**src/rtl/llsc_link_ctrl.sv**
```systemverilog
// llsc_link_ctrl: LL/SC link controller placed beside the MEM stage.
//
// Owns the LLbit and the link address. An LL links its address granule and an SC
// succeeds only while that link is still intact. The link is killed by an exception
// flush, an ERET, any SC, or a snooped write to the linked granule. The SC result is
// decided combinationally in the SC's own MEM cycle.
//
// Optional feature: define LLSC_TIMEOUT_EN to bound the life of a link to TIMEOUT
// cycles. When the macro is undefined there is no counter.
//
// Ports:
//   clk, rst         clock (rising edge), synchronous active-high reset
//   flush_i, eret_i  exception flush / ERET commit, both kill the link
//   stall_i          MEM stalled; LL/SC requests are ignored while high
//   ll_req_i         LL in MEM this cycle
//   sc_req_i         SC in MEM this cycle
//   addr_i           LL/SC effective address
//   snoop_we_i       write by another master
//   snoop_addr_i     address of the snooped write
//   sc_success_o     combinational SC result (1 = perform the store)
//   llbit_o          registered LLbit
//   link_addr_o      registered link address, granule offset bits forced to zero
module llsc_link_ctrl #(
    parameter int unsigned ADDR_W    = 32,
    parameter int unsigned GRAN_BITS = 4,
    parameter int unsigned TIMEOUT   = 1024
) (
    input  logic              clk,
    input  logic              rst,
    input  logic              flush_i,
    input  logic              eret_i,
    input  logic              stall_i,
    input  logic              ll_req_i,
    input  logic              sc_req_i,
    input  logic [ADDR_W-1:0] addr_i,
    input  logic              snoop_we_i,
    input  logic [ADDR_W-1:0] snoop_addr_i,
    output logic              sc_success_o,
    output logic              llbit_o,
    output logic [ADDR_W-1:0] link_addr_o
);

    localparam int unsigned GranW = ADDR_W - GRAN_BITS;

    typedef enum logic [0:0] {
        StIdle,
        StLinked
    } state_e;

    state_e           r_state;
    state_e           w_state_d;
    logic [GranW-1:0] r_link_gran;
    logic [GranW-1:0] w_link_gran_d;

    logic             w_ll_v;
    logic             w_sc_v;
    logic             w_linked;
    logic [GranW-1:0] w_addr_gran;
    logic [GranW-1:0] w_snoop_gran;
    logic             w_snoop_hit;
    logic             w_snoop_hits_ll;
    logic             w_expire;

    assign w_ll_v          = ll_req_i & ~stall_i & ~flush_i;
    assign w_sc_v          = sc_req_i & ~stall_i & ~flush_i;
    assign w_linked        = (r_state == StLinked);
    assign w_addr_gran     = addr_i[ADDR_W-1:GRAN_BITS];
    assign w_snoop_gran    = snoop_addr_i[ADDR_W-1:GRAN_BITS];
    assign w_snoop_hit     = snoop_we_i & (w_snoop_gran == r_link_gran);
    // A snoop to the granule being linked in this very cycle wins over the LL.
    assign w_snoop_hits_ll = snoop_we_i & (w_snoop_gran == w_addr_gran);

    assign sc_success_o = w_sc_v & w_linked & (w_addr_gran == r_link_gran)
                        & ~w_snoop_hit & ~eret_i;
    assign llbit_o      = w_linked;
    assign link_addr_o  = {r_link_gran, {GRAN_BITS{1'b0}}};

`ifdef LLSC_TIMEOUT_EN
    localparam int unsigned CntW = (TIMEOUT > 2) ? $clog2(TIMEOUT) : 1;

    logic [CntW-1:0] r_cnt;
    logic [CntW-1:0] w_cnt_d;

    assign w_expire = w_linked & (r_cnt == CntW'(TIMEOUT - 1));

    // Counts cycles spent linked; restarts from zero on every (re)link.
    always_comb begin
        w_cnt_d = '0;
        if ((w_state_d == StLinked) && !w_ll_v) begin
            w_cnt_d = r_cnt + 1'b1;
        end
    end

    always_ff @(posedge clk) begin
        if (rst) begin
            r_cnt <= '0;
        end else begin
            r_cnt <= w_cnt_d;
        end
    end
`else
    assign w_expire = 1'b0;
`endif

    always_comb begin
        w_state_d     = r_state;
        w_link_gran_d = r_link_gran;
        if (w_ll_v) begin
            w_link_gran_d = w_addr_gran;
        end
        if (flush_i || eret_i) begin
            w_state_d = StIdle;
        end else if (w_ll_v) begin
            w_state_d = w_snoop_hits_ll ? StIdle : StLinked;
        end else if (w_sc_v) begin
            w_state_d = StIdle;
        end else if (w_expire) begin
            w_state_d = StIdle;
        end else if (w_linked && w_snoop_hit) begin
            w_state_d = StIdle;
        end
    end

    always_ff @(posedge clk) begin
        if (rst) begin
            r_state     <= StIdle;
            r_link_gran <= '0;
        end else begin
            r_state     <= w_state_d;
            r_link_gran <= w_link_gran_d;
        end
    end

endmodule
```
**config.mk**
```make
export PLATFORM = sky130hd
export DESIGN_NAME = llsc_link_ctrl
export DESIGN_NICKNAME = d
export VERILOG_FILES = /design/src/rtl/llsc_link_ctrl.sv
export SDC_FILE = /design/constraint.sdc
export NUM_CORES = 1
export LEC_CHECK = 0
export CAP_MARGIN = 20
export CORE_MARGIN = 2
export CORE_UTILIZATION = 36
export CTS_BUF_LIST = sky130_fd_sc_hd__clkbuf_8
export DETAILED_ROUTE_END_ITERATION = 6
export PLACE_DENSITY = 0.75
export SLEW_MARGIN = 10
export SYNTH_ARGS = -nofsm -noshare
export SYNTH_HDL_FRONTEND = slang
export SYNTH_SLANG_ARGS = --single-unit
```
**constraint.sdc**
```tcl
create_clock -name clk -period 1.65 [get_ports clk]
set_input_delay 0.2475 -clock clk [delete_from_list [all_inputs] [get_ports clk]]
set_output_delay 0.2475 -clock clk [all_outputs]
set_load 0.005 [all_outputs]
```
### Yosys cells after proc, flatten, opt, wreduce, memory -nomap -nowiden

Cells that the tools add are included.

* reduce and logical (&&, ||, !) cells: 4
* muxes and demuxes: 4
* bitwise logic cells: 14
* equality and inequality tests: 3

Operators with widths (number)
* $eq A28 B28 Y1: 3
* $and A1 B1 Y1: 10
* $mux W1: 4
* $not A1 Y1: 4
* $reduce_bool A3 Y1: 1
* $reduce_or A2 Y1: 1
* $logic_and A1 B1 Y1: 1
* $logic_or A1 B1 Y1: 1

* logic and storage cells: 27
* bits in registers: 29
* output and inout bits: 34

### Longest topological paths before layout

Gate-level depths: netlist (run 1).

* depth after elaboration: 7
* gate-level depth with buffers: 6

### Worst setup path before layout (run 1)

No wires, ideal clock.

* path type: register -> output
* start point: register r_link_gran[1]
* end point: output sc_success_o
* buffers on the path: 0
* arrival: 1200 ps
* stages on the path, launching flop included: 6
* slack: 203 ps
* path through: dfxtp_1 -> xnor2_1 -> nand4_1 -> nor4_1 -> a41oi_1 -> and3_2

* cells in the longest elaborated chain, start to end: 5

Ends and longest elaborated chain
* start: declaration: RTL line 52 `logic [GranW-1:0] r_link_gran;`
* start signal: assignment: RTL line 130 `r_link_gran <= w_link_gran_d;`
* $eq A28 B28 Y1: RTL line 69 `assign w_snoop_hit = snoop_we_i & (w_snoop_gran == r_link_gran);`
* $and A1 B1 Y1: RTL line 69
* $not A1 Y1: RTL line 74 `& ~w_snoop_hit & ~eret_i;`
* $and A1 B1 Y1 * (2 in series): RTL line 74
* end: declaration: RTL line 38 `output logic sc_success_o,`

Mark *: on every way between the ends. The rest lies on a longest branch, timed or not.

### Worst setup path in the final report (run 1)

* start point: register r_link_gran[26]
* end point: output sc_success_o

Same word-level chain as after synthesis.

==> report_table.html, run 1 <==
<table>
<tr><th>Metric</th><th>Value</th></tr>
<tr><th colspan="2">GRT</th></tr>
<tr><td>Global route overflow</td><td>0</td></tr>
<tr><td>Met1 Resource Use GR</td><td>30.10%</td></tr>
<tr><td>Pin count of the biggest net entering global routing</td><td>21</td></tr>
<tr><td>Wire length of the first global-routing pass</td><td>12490 um</td></tr>
<tr><td>Number of global-route vias before repair</td><td>2592</td></tr>
<tr><td>Routing usage on met2</td><td>47.41%</td></tr>
<tr><td>Peak-usage layer in the global routing report</td><td>met2</td></tr>
<tr><td>Grt met3 use</td><td>6.437%</td></tr>
<tr><td>Overall global routing resource usage</td><td>26.56%</td></tr>
<tr><td>Initial antenna violation count</td><td>0</td></tr>
<tr><th colspan="2">Routing</th></tr>
<tr><td>DR vias</td><td>2604</td></tr>
<tr><td>Detailed-route DRC error count</td><td>0</td></tr>
<tr><td>Iteration-0 DRC count of the detailed router</td><td>173</td></tr>
<tr><td>Number of iterations in the first detailed-routing pass</td><td>4</td></tr>
<tr><td>DRT antenna net count</td><td>0</td></tr>
<tr><td>Final wirelength</td><td>8774 um</td></tr>
<tr><td>Vias per cell</td><td>5.096</td></tr>
<tr><td>Average wire per cell in the routed design</td><td>17.17 um</td></tr>
<tr><th colspan="2">STA</th></tr>
<tr><td>Setup_tns</td><td>-478.8 ps</td></tr>
<tr><td>Worst hold slack</td><td>403.8 ps</td></tr>
<tr><td>Unrepaired setup endpoints after global routing</td><td>true</td></tr>
<tr><td>Least setup slack across all paths after layout</td><td>-478.8 ps</td></tr>
<tr><td>Largest clock skew in the final design</td><td>7.615 ps</td></tr>
<tr><td>Final Hold Vio Count</td><td>0</td></tr>
<tr><td>Count of endpoints failing setup in the final report</td><td>1</td></tr>
<tr><td>Maximum clock frequency</td><td>0.4698 GHz</td></tr>
<tr><td>Final period util</td><td>129.0%</td></tr>
<tr><td>Count of final max-slew check failures</td><td>0</td></tr>
<tr><td>Final critical delay including setup and external delays</td><td>2129 ps</td></tr>
<tr><th colspan="2">Floorplan</th></tr>
<tr><td>I/O pin count</td><td>106</td></tr>
<tr><td>Die footprint</td><td>6111 um^2</td></tr>
<tr><td>Cell row count</td><td>27</td></tr>
<tr><td>Area of the core</td><td>5405 um^2</td></tr>
<tr><td>Starting utilization of the core area</td><td>36.64%</td></tr>
<tr><td>Die X</td><td>78.18 um</td></tr>
<tr><td>Overall die height</td><td>78.18 um</td></tr>
<tr><th colspan="2">Clock tree</th></tr>
<tr><td>Clock transition time at the flip-flop clock pins of the worst setup and hold paths</td><td>70 ps</td></tr>
<tr><td>H-tree depth</td><td>2</td></tr>
<tr><td>Number of sinks on the clock net</td><td>29</td></tr>
<tr><td>Max Buffers Root-to-Sink</td><td>2</td></tr>
<tr><td>Later-pin clock latency in the skew report</td><td>280 ps</td></tr>
<tr><td>CTS tree</td><td>done</td></tr>
<tr><td>Number of CTS-inserted buffers</td><td>5</td></tr>
<tr><td>Clock tree root driver cell</td><td>sky130_fd_sc_hd__clkbuf_8</td></tr>
<tr><td>Cts hold-fix bufs</td><td>0</td></tr>
<tr><th colspan="2">Yosys</th></tr>
<tr><td>Mapped Area</td><td>1981 um^2</td></tr>
<tr><td>Average footprint of a synthesized cell</td><td>7.860 um^2</td></tr>
<tr><td>Number of instances in the synthesized netlist</td><td>252</td></tr>
<tr><td>Synth Register Bits</td><td>29</td></tr>
<tr><td>Count of yosys warnings during synthesis</td><td>0</td></tr>
<tr><td>Proportion of synthesized chip area in sequential cells</td><td>29.31%</td></tr>
<tr><td>Post-synth cell types</td><td>19</td></tr>
<tr><th colspan="2">Place</th></tr>
<tr><td>Pre-CTS setup slack</td><td>-968.7 ps</td></tr>
<tr><td>Detailed placer's ending HPWL</td><td>6164 um</td></tr>
<tr><td>Number of buffers inserted by port buffering</td><td>93</td></tr>
<tr><td>Final estimated routing congestion in global placement</td><td>0.9359</td></tr>
<tr><th colspan="2">Pwr</th></tr>
<tr><td>Net Sw Power</td><td>634.0 uW</td></tr>
<tr><td>Sequential group share of total power</td><td>35.9%</td></tr>
<tr><td>Internal portion of total power</td><td>1452 uW</td></tr>
<tr><td>Peak ir drop on the vdd network</td><td>359.9 uV</td></tr>
<tr><td>Leakage component of the power</td><td>0.001820 uW</td></tr>
<tr><td>PD cells</td><td>510.1 nW/um^2</td></tr>
<tr><td>Switching power as a share of total power</td><td>30.40%</td></tr>
<tr><td>Fraction of power consumed by the clock network</td><td>27.4%</td></tr>
<tr><td>Combinational group share of total power</td><td>36.7%</td></tr>
<tr><th colspan="2">Critical path</th></tr>
<tr><td>Crit Path Class</td><td>reg2out</td></tr>
<tr><td>Critical path endpoint category</td><td>output pin</td></tr>
<tr><td>Arrival @ worst endpoint</td><td>1880 ps</td></tr>
<tr><td>Critical Path Source Type</td><td>register</td></tr>
<tr><td>Critical path data required time</td><td>1400 ps</td></tr>
<tr><td>Top fanout value on the critical path</td><td>2</td></tr>
<tr><th colspan="2">Worst hold path</th></tr>
<tr><td>Class of the worst hold path</td><td>in2reg</td></tr>
<tr><th colspan="2">Layout</th></tr>
<tr><td>Total number of nets in the final design</td><td>510</td></tr>
<tr><td>Layout cells sized above 1</td><td>33.71%</td></tr>
<tr><td>Antenna diode instance count</td><td>0</td></tr>
<tr><td>Syn-to-layout area delta</td><td>106.4%</td></tr>
<tr><th colspan="2">Flow run</th></tr>
<tr><td>Max-cap violation count</td><td>0</td></tr>
<tr><th colspan="2">Status</th></tr>
<tr><td>Result of the run</td><td>complete, but fails checks</td></tr>
<tr><td>Violated checks</td><td>negative setup slack</td></tr>
</table>
==> per-stage QoR <==
stage | instances | instance area [um^2] | utilization [%] | power (uW)
after floorplan | 255 | 1992 | - | 982.8
after global placement | 502 | 3681 | 68.10 | 1427
after detailed placement | 502 | 3681 | 68.10 | 1439
after CTS | 511 | 3889 | 71.94 | 2023
after global routing | 511 | 4089 | 75.65 | 2170
final | 511 | 4089 | 75.65 | 2086
==> cell usage in the layout, fill, tap and decap left out, types with 2 or more instances in the layout <==
| cell type | netlist | final |
|---|---|---|
| sky130_fd_sc_hd__clkinv_2 | 0 | 2 |
| sky130_fd_sc_hd__clkbuf_8 | 0 | 5 |
| sky130_fd_sc_hd__dfxtp_2 | 0 | 9 |
| sky130_fd_sc_hd__nand2_1 | 60 | 59 |
| sky130_fd_sc_hd__a21oi_1 | 28 | 28 |
| sky130_fd_sc_hd__buf_4 | 4 | 92 |
| sky130_fd_sc_hd__dlygate4sd2_1 | 0 | 15 |
| sky130_fd_sc_hd__xnor2_4 | 0 | 2 |
| sky130_fd_sc_hd__nor2_1 | 5 | 5 |
| sky130_fd_sc_hd__conb_1 | 1 | 4 |
| sky130_fd_sc_hd__xnor2_2 | 0 | 20 |
| sky130_fd_sc_hd__nand4_1 | 14 | 14 |
| sky130_fd_sc_hd__nor4_2 | 0 | 8 |
| sky130_fd_sc_hd__nor4_1 | 11 | 2 |
| sky130_fd_sc_hd__buf_6 | 0 | 3 |
| sky130_fd_sc_hd__dlymetal6s2s_1 | 0 | 18 |
| sky130_fd_sc_hd__xnor2_1 | 58 | 36 |
| sky130_fd_sc_hd__xor2_1 | 26 | 26 |
| sky130_fd_sc_hd__clkdlybuf4s50_1 | 0 | 59 |
| sky130_fd_sc_hd__buf_12 | 0 | 2 |
| sky130_fd_sc_hd__dfxtp_1 | 29 | 20 |
==> sequential cells by signal (all words and copies together) (netlist names) <==
name	flops
r_link_gran	28
llbit_o	1
==> worst paths after layout <==
path                        start              end  slack, ps  depth (start not counted)
hold reg to reg   r_link_gran[19]  r_link_gran[19]        510                          2
hold / removal         addr_i[13]   r_link_gran[9]        400                          4
setup reg to reg  r_link_gran[25]          llbit_o         10                          6
setup / recovery  r_link_gran[26]     sc_success_o       -480                          7
==> logic make-up (layout without fill, tap and decap cells) <==
group | after synthesis | count (layout) | share of synthesized area [%]
simple gates | 95 | 95 | 21.86
xor+xnor | 84 | 84 | 37.14
compound gates | 30 | 30 | 7.960
flops | 29 | 29 | 29.31
buf+inv | 13 | 197 | 3.537
other cells | 1 | 4 | 0.1893
==> worst max-delay path, stage by stage (launching register included) <==
cell,delay [ps]
sky130_fd_sc_hd__dfxtp_2,330
sky130_fd_sc_hd__xor2_1,180
sky130_fd_sc_hd__nor4_2,350
sky130_fd_sc_hd__buf_4,170
sky130_fd_sc_hd__nand4b_1,120
sky130_fd_sc_hd__nor3_2,140
sky130_fd_sc_hd__and3_4,210
sky130_fd_sc_hd__buf_6,90
==> cell usage after synthesis <==
library cell / n / share of area (%)
sky130_fd_sc_hd__nand2_1: 60 / 11
sky130_fd_sc_hd__xnor2_1: 58 / 26
sky130_fd_sc_hd__dfxtp_1: 29 / 29
sky130_fd_sc_hd__a21oi_1: 28 / 7.1
sky130_fd_sc_hd__xor2_1: 26 / 11
sky130_fd_sc_hd__nand4_1: 14 / 4.4
sky130_fd_sc_hd__nor4_1: 11 / 3.5
sky130_fd_sc_hd__buf_2: 5 / 1.3
sky130_fd_sc_hd__nor2_1: 5 / 0.95
sky130_fd_sc_hd__buf_4: 4 / 1.5
sky130_fd_sc_hd__clkbuf_1: 4 / 0.76
sky130_fd_sc_hd__a22o_1: 1 / 0.44
sky130_fd_sc_hd__a41oi_1: 1 / 0.44
sky130_fd_sc_hd__and2_1: 1 / 0.32
sky130_fd_sc_hd__and3_2: 1 / 0.38
sky130_fd_sc_hd__conb_1: 1 / 0.19
sky130_fd_sc_hd__nand3_1: 1 / 0.25
sky130_fd_sc_hd__nand4b_1: 1 / 0.44
sky130_fd_sc_hd__nor3_1: 1 / 0.25
==> power groups by stage <==
stage          Combinational (uW)  Sequential, uW  Clock (uW)
2_1_floorplan                 216             767           0
3_3_place_gp                  669             758           0
3_5_place_dp                  680             759           0
4_1_cts                       707             745         571
5_1_grt                       806             751         613
6_report                      765             749         571
==> routing by layer <==
layer	share of wire, %	wire (um)
met5	0	0
met4	4.2	366
met3	8.1	711
met2	51	4447
met1	37	3248
==> what timing repair did <==
item                                    4_1_cts  5_1_grt
setup buffers                                 2        0
endpoints found under the setup margin        2        3
pin swaps                                    16       17
resized for setup                            44       43
==> final cells by class <==
type	count	area [um^2]
Sequential cell	29	591.8
Fill cell	368	1316
Clock inverter	3	13.76
Multi-Input combinational cell	213	1613
Tap cell	72	90.09
Timing Repair Buffer	189	1712
Clock buffer	5	68.82
Power figures use the tool's default switching activity.
==> inputs of run 2 (changes only) <==
- CORE_UTILIZATION: 36 -> 41
- PLACE_DENSITY: 0.75 -> 0.89
==> report_table.html, run 2 (synthesis gave the netlist of run 1 again) <==
<table>
<tr><th>Metric</th><th>Value</th></tr>
<tr><th colspan="2">Status</th></tr>
<tr><td>Result of the run</td><td>complete, but fails checks</td></tr>
<tr><td>Violated checks</td><td>negative setup slack</td></tr>
<tr><th colspan="2">Routing</th></tr>
<tr><td>Number of iterations in the first detailed-routing pass</td><td>6</td></tr>
<tr><td>Vias per cell</td><td>5.907</td></tr>
<tr><td>DR vias</td><td>2930</td></tr>
<tr><td>Final wirelength</td><td>10200 um</td></tr>
<tr><td>Iteration-0 DRC count of the detailed router</td><td>318</td></tr>
<tr><td>Detailed-route DRC error count</td><td>0</td></tr>
<tr><td>Average wire per cell in the routed design</td><td>20.56 um</td></tr>
<tr><td>DRT antenna net count</td><td>0</td></tr>
<tr><th colspan="2">Critical path</th></tr>
<tr><td>Critical path endpoint category</td><td>output pin</td></tr>
<tr><td>Top fanout value on the critical path</td><td>2</td></tr>
<tr><td>Critical path data required time</td><td>1400 ps</td></tr>
<tr><td>Crit Path Class</td><td>reg2out</td></tr>
<tr><td>Arrival @ worst endpoint</td><td>1860 ps</td></tr>
<tr><td>Critical Path Source Type</td><td>register</td></tr>
<tr><th colspan="2">STA</th></tr>
<tr><td>Count of endpoints failing setup in the final report</td><td>2</td></tr>
<tr><td>Setup_tns</td><td>-697.0 ps</td></tr>
<tr><td>Final critical delay including setup and external delays</td><td>2103 ps</td></tr>
<tr><td>Least setup slack across all paths after layout</td><td>-453.1 ps</td></tr>
<tr><td>Maximum clock frequency</td><td>0.4755 GHz</td></tr>
<tr><td>Count of final max-slew check failures</td><td>0</td></tr>
<tr><td>Final period util</td><td>127.5%</td></tr>
<tr><td>Unrepaired setup endpoints after global routing</td><td>true</td></tr>
<tr><td>Final Hold Vio Count</td><td>0</td></tr>
<tr><td>Largest clock skew in the final design</td><td>8.173 ps</td></tr>
<tr><td>Worst hold slack</td><td>506.3 ps</td></tr>
<tr><th colspan="2">Floorplan</th></tr>
<tr><td>Starting utilization of the core area</td><td>42.21%</td></tr>
<tr><td>Die footprint</td><td>5403 um^2</td></tr>
<tr><td>I/O pin count</td><td>106</td></tr>
<tr><td>Cell row count</td><td>25</td></tr>
<tr><td>Die X</td><td>73.51 um</td></tr>
<tr><td>Overall die height</td><td>73.51 um</td></tr>
<tr><td>Area of the core</td><td>4692 um^2</td></tr>
<tr><th colspan="2">Clock tree</th></tr>
<tr><td>Max Buffers Root-to-Sink</td><td>2</td></tr>
<tr><td>H-tree depth</td><td>2</td></tr>
<tr><td>Clock transition time at the flip-flop clock pins of the worst setup and hold paths</td><td>70 ps</td></tr>
<tr><td>Cts hold-fix bufs</td><td>0</td></tr>
<tr><td>Number of sinks on the clock net</td><td>29</td></tr>
<tr><td>CTS tree</td><td>done</td></tr>
<tr><td>Number of CTS-inserted buffers</td><td>5</td></tr>
<tr><td>Clock tree root driver cell</td><td>sky130_fd_sc_hd__clkbuf_8</td></tr>
<tr><td>Later-pin clock latency in the skew report</td><td>300 ps</td></tr>
<tr><th colspan="2">Pwr</th></tr>
<tr><td>PD cells</td><td>555.1 nW/um^2</td></tr>
<tr><td>Peak ir drop on the vdd network</td><td>438.4 uV</td></tr>
<tr><td>Fraction of power consumed by the clock network</td><td>31.3%</td></tr>
<tr><td>Leakage component of the power</td><td>0.001648 uW</td></tr>
<tr><td>Sequential group share of total power</td><td>34.3%</td></tr>
<tr><td>Switching power as a share of total power</td><td>30.63%</td></tr>
<tr><td>Net Sw Power</td><td>668.1 uW</td></tr>
<tr><td>Combinational group share of total power</td><td>34.4%</td></tr>
<tr><td>Total Power</td><td>2181 uW</td></tr>
<tr><td>Internal portion of total power</td><td>1513 uW</td></tr>
<tr><th colspan="2">Place</th></tr>
<tr><td>Final estimated routing congestion in global placement</td><td>0.9043</td></tr>
<tr><td>Placed Cells</td><td>481</td></tr>
<tr><td>Number of buffers inserted by port buffering</td><td>93</td></tr>
<tr><td>Detailed placer's ending HPWL</td><td>6700 um</td></tr>
<tr><td>Pre-CTS setup slack</td><td>-868.3 ps</td></tr>
<tr><th colspan="2">GRT</th></tr>
<tr><td>Routing usage on met2</td><td>62.60%</td></tr>
<tr><td>Peak-usage layer in the global routing report</td><td>met2</td></tr>
<tr><td>Met1 Resource Use GR</td><td>41.60%</td></tr>
<tr><td>Initial antenna violation count</td><td>0</td></tr>
<tr><td>Overall global routing resource usage</td><td>38.14%</td></tr>
<tr><td>Wire length of the first global-routing pass</td><td>15110 um</td></tr>
<tr><td>Global route overflow</td><td>0</td></tr>
<tr><td>Pin count of the biggest net entering global routing</td><td>21</td></tr>
<tr><td>Number of global-route vias before repair</td><td>2949</td></tr>
<tr><td>Grt met3 use</td><td>10.15%</td></tr>
<tr><th colspan="2">Worst hold path</th></tr>
<tr><td>Class of the worst hold path</td><td>reg2reg</td></tr>
<tr><th colspan="2">Layout</th></tr>
<tr><td>Antenna diode instance count</td><td>0</td></tr>
<tr><td>Top library cells by usage in the layout, fill and taps aside</td><td>sky130_fd_sc_hd__buf_4, sky130_fd_sc_hd__clkdlybuf4s50_1, sky130_fd_sc_hd__nand2_1</td></tr>
<tr><td>Register with the highest flop count</td><td>r_link_gran</td></tr>
<tr><td>Layout cells sized above 1</td><td>31.22%</td></tr>
<tr><td>Syn-to-layout area delta</td><td>98.36%</td></tr>
<tr><td>Total number of nets in the final design</td><td>513</td></tr>
<tr><td>Most frequent standard cell in the layout excluding fill and tap cells</td><td>sky130_fd_sc_hd__buf_4</td></tr>
<tr><td>Final Instance Count excl. Fillers</td><td>496</td></tr>
<tr><td>Number of filler instances in the final layout</td><td>236</td></tr>
<tr><td>Flip-flop count of the largest register, all copies and words added</td><td>28</td></tr>
<tr><th colspan="2">Flow run</th></tr>
<tr><td>Max-cap violation count</td><td>0</td></tr>
</table>
[run 2: repair_timing]
| item | 4_1_cts | 5_1_grt |
|---|---|---|
| gates resized for setup | 58 | 7 |
| pin swaps | 24 | 1 |
| setup endpoints to repair | 2 | 5 |
| buffers inserted | 11 | 0 |
[run 2: final timing paths]
check                        from         endpoint  slack [ps]  cells after the start
setup / recovery  r_link_gran[13]     sc_success_o        -450                      6
hold / removal    r_link_gran[19]  r_link_gran[19]         510                      2
setup reg to reg  r_link_gran[13]          llbit_o        -220                      8
hold reg to reg   r_link_gran[19]  r_link_gran[19]         510                      2
[run 2: through the flow]
| step | util [%] | cell area [um^2] |
|---|---|---|
| final | 83.73 | 3929 |
| after CTS | 83.04 | 3896 |
| after global routing | 83.73 | 3929 |
| after detailed placement | 77.23 | 3623 |
| after global placement | 77.23 | 3623 |
| after floorplan | - | 1992 |
[run 2: area by class of cell]
cell class	count	area, um^2	area share, %
Timing Repair Buffer	192	1683	42.83
Multi-Input combinational cell	213	1476	37.58
Sequential cell	29	600.6	15.29
Clock buffer	7	96.34	2.452
Tap cell	54	67.56	1.720
Clock inverter	1	5.005	0.1274
[run 2: worst max-delay path, cell delays in order (launching register included)]
cell                      delay (ps)
sky130_fd_sc_hd__dfxtp_4         360
sky130_fd_sc_hd__xnor2_2         170
sky130_fd_sc_hd__nand4_1         180
sky130_fd_sc_hd__nor4_4          330
sky130_fd_sc_hd__a41oi_1         180
sky130_fd_sc_hd__and3_4          220
sky130_fd_sc_hd__buf_6           110
[run 2: metal layers]
layer | part of all wire [%] | wire length [um]
met5 | 0 | 0
met4 | 9.3 | 944
met3 | 9.9 | 1006
met2 | 46 | 4731
met1 | 34 | 3517
[run 2: power groups by stage]
stage | clock, uW | combinational (uW) | sequential, uW
3_3_place_gp | 0 | 655 | 758
3_5_place_dp | 0 | 678 | 761
6_report | 682 | 751 | 748
2_1_floorplan | 0 | 216 | 767
4_1_cts | 666 | 703 | 746
5_1_grt | 715 | 777 | 749
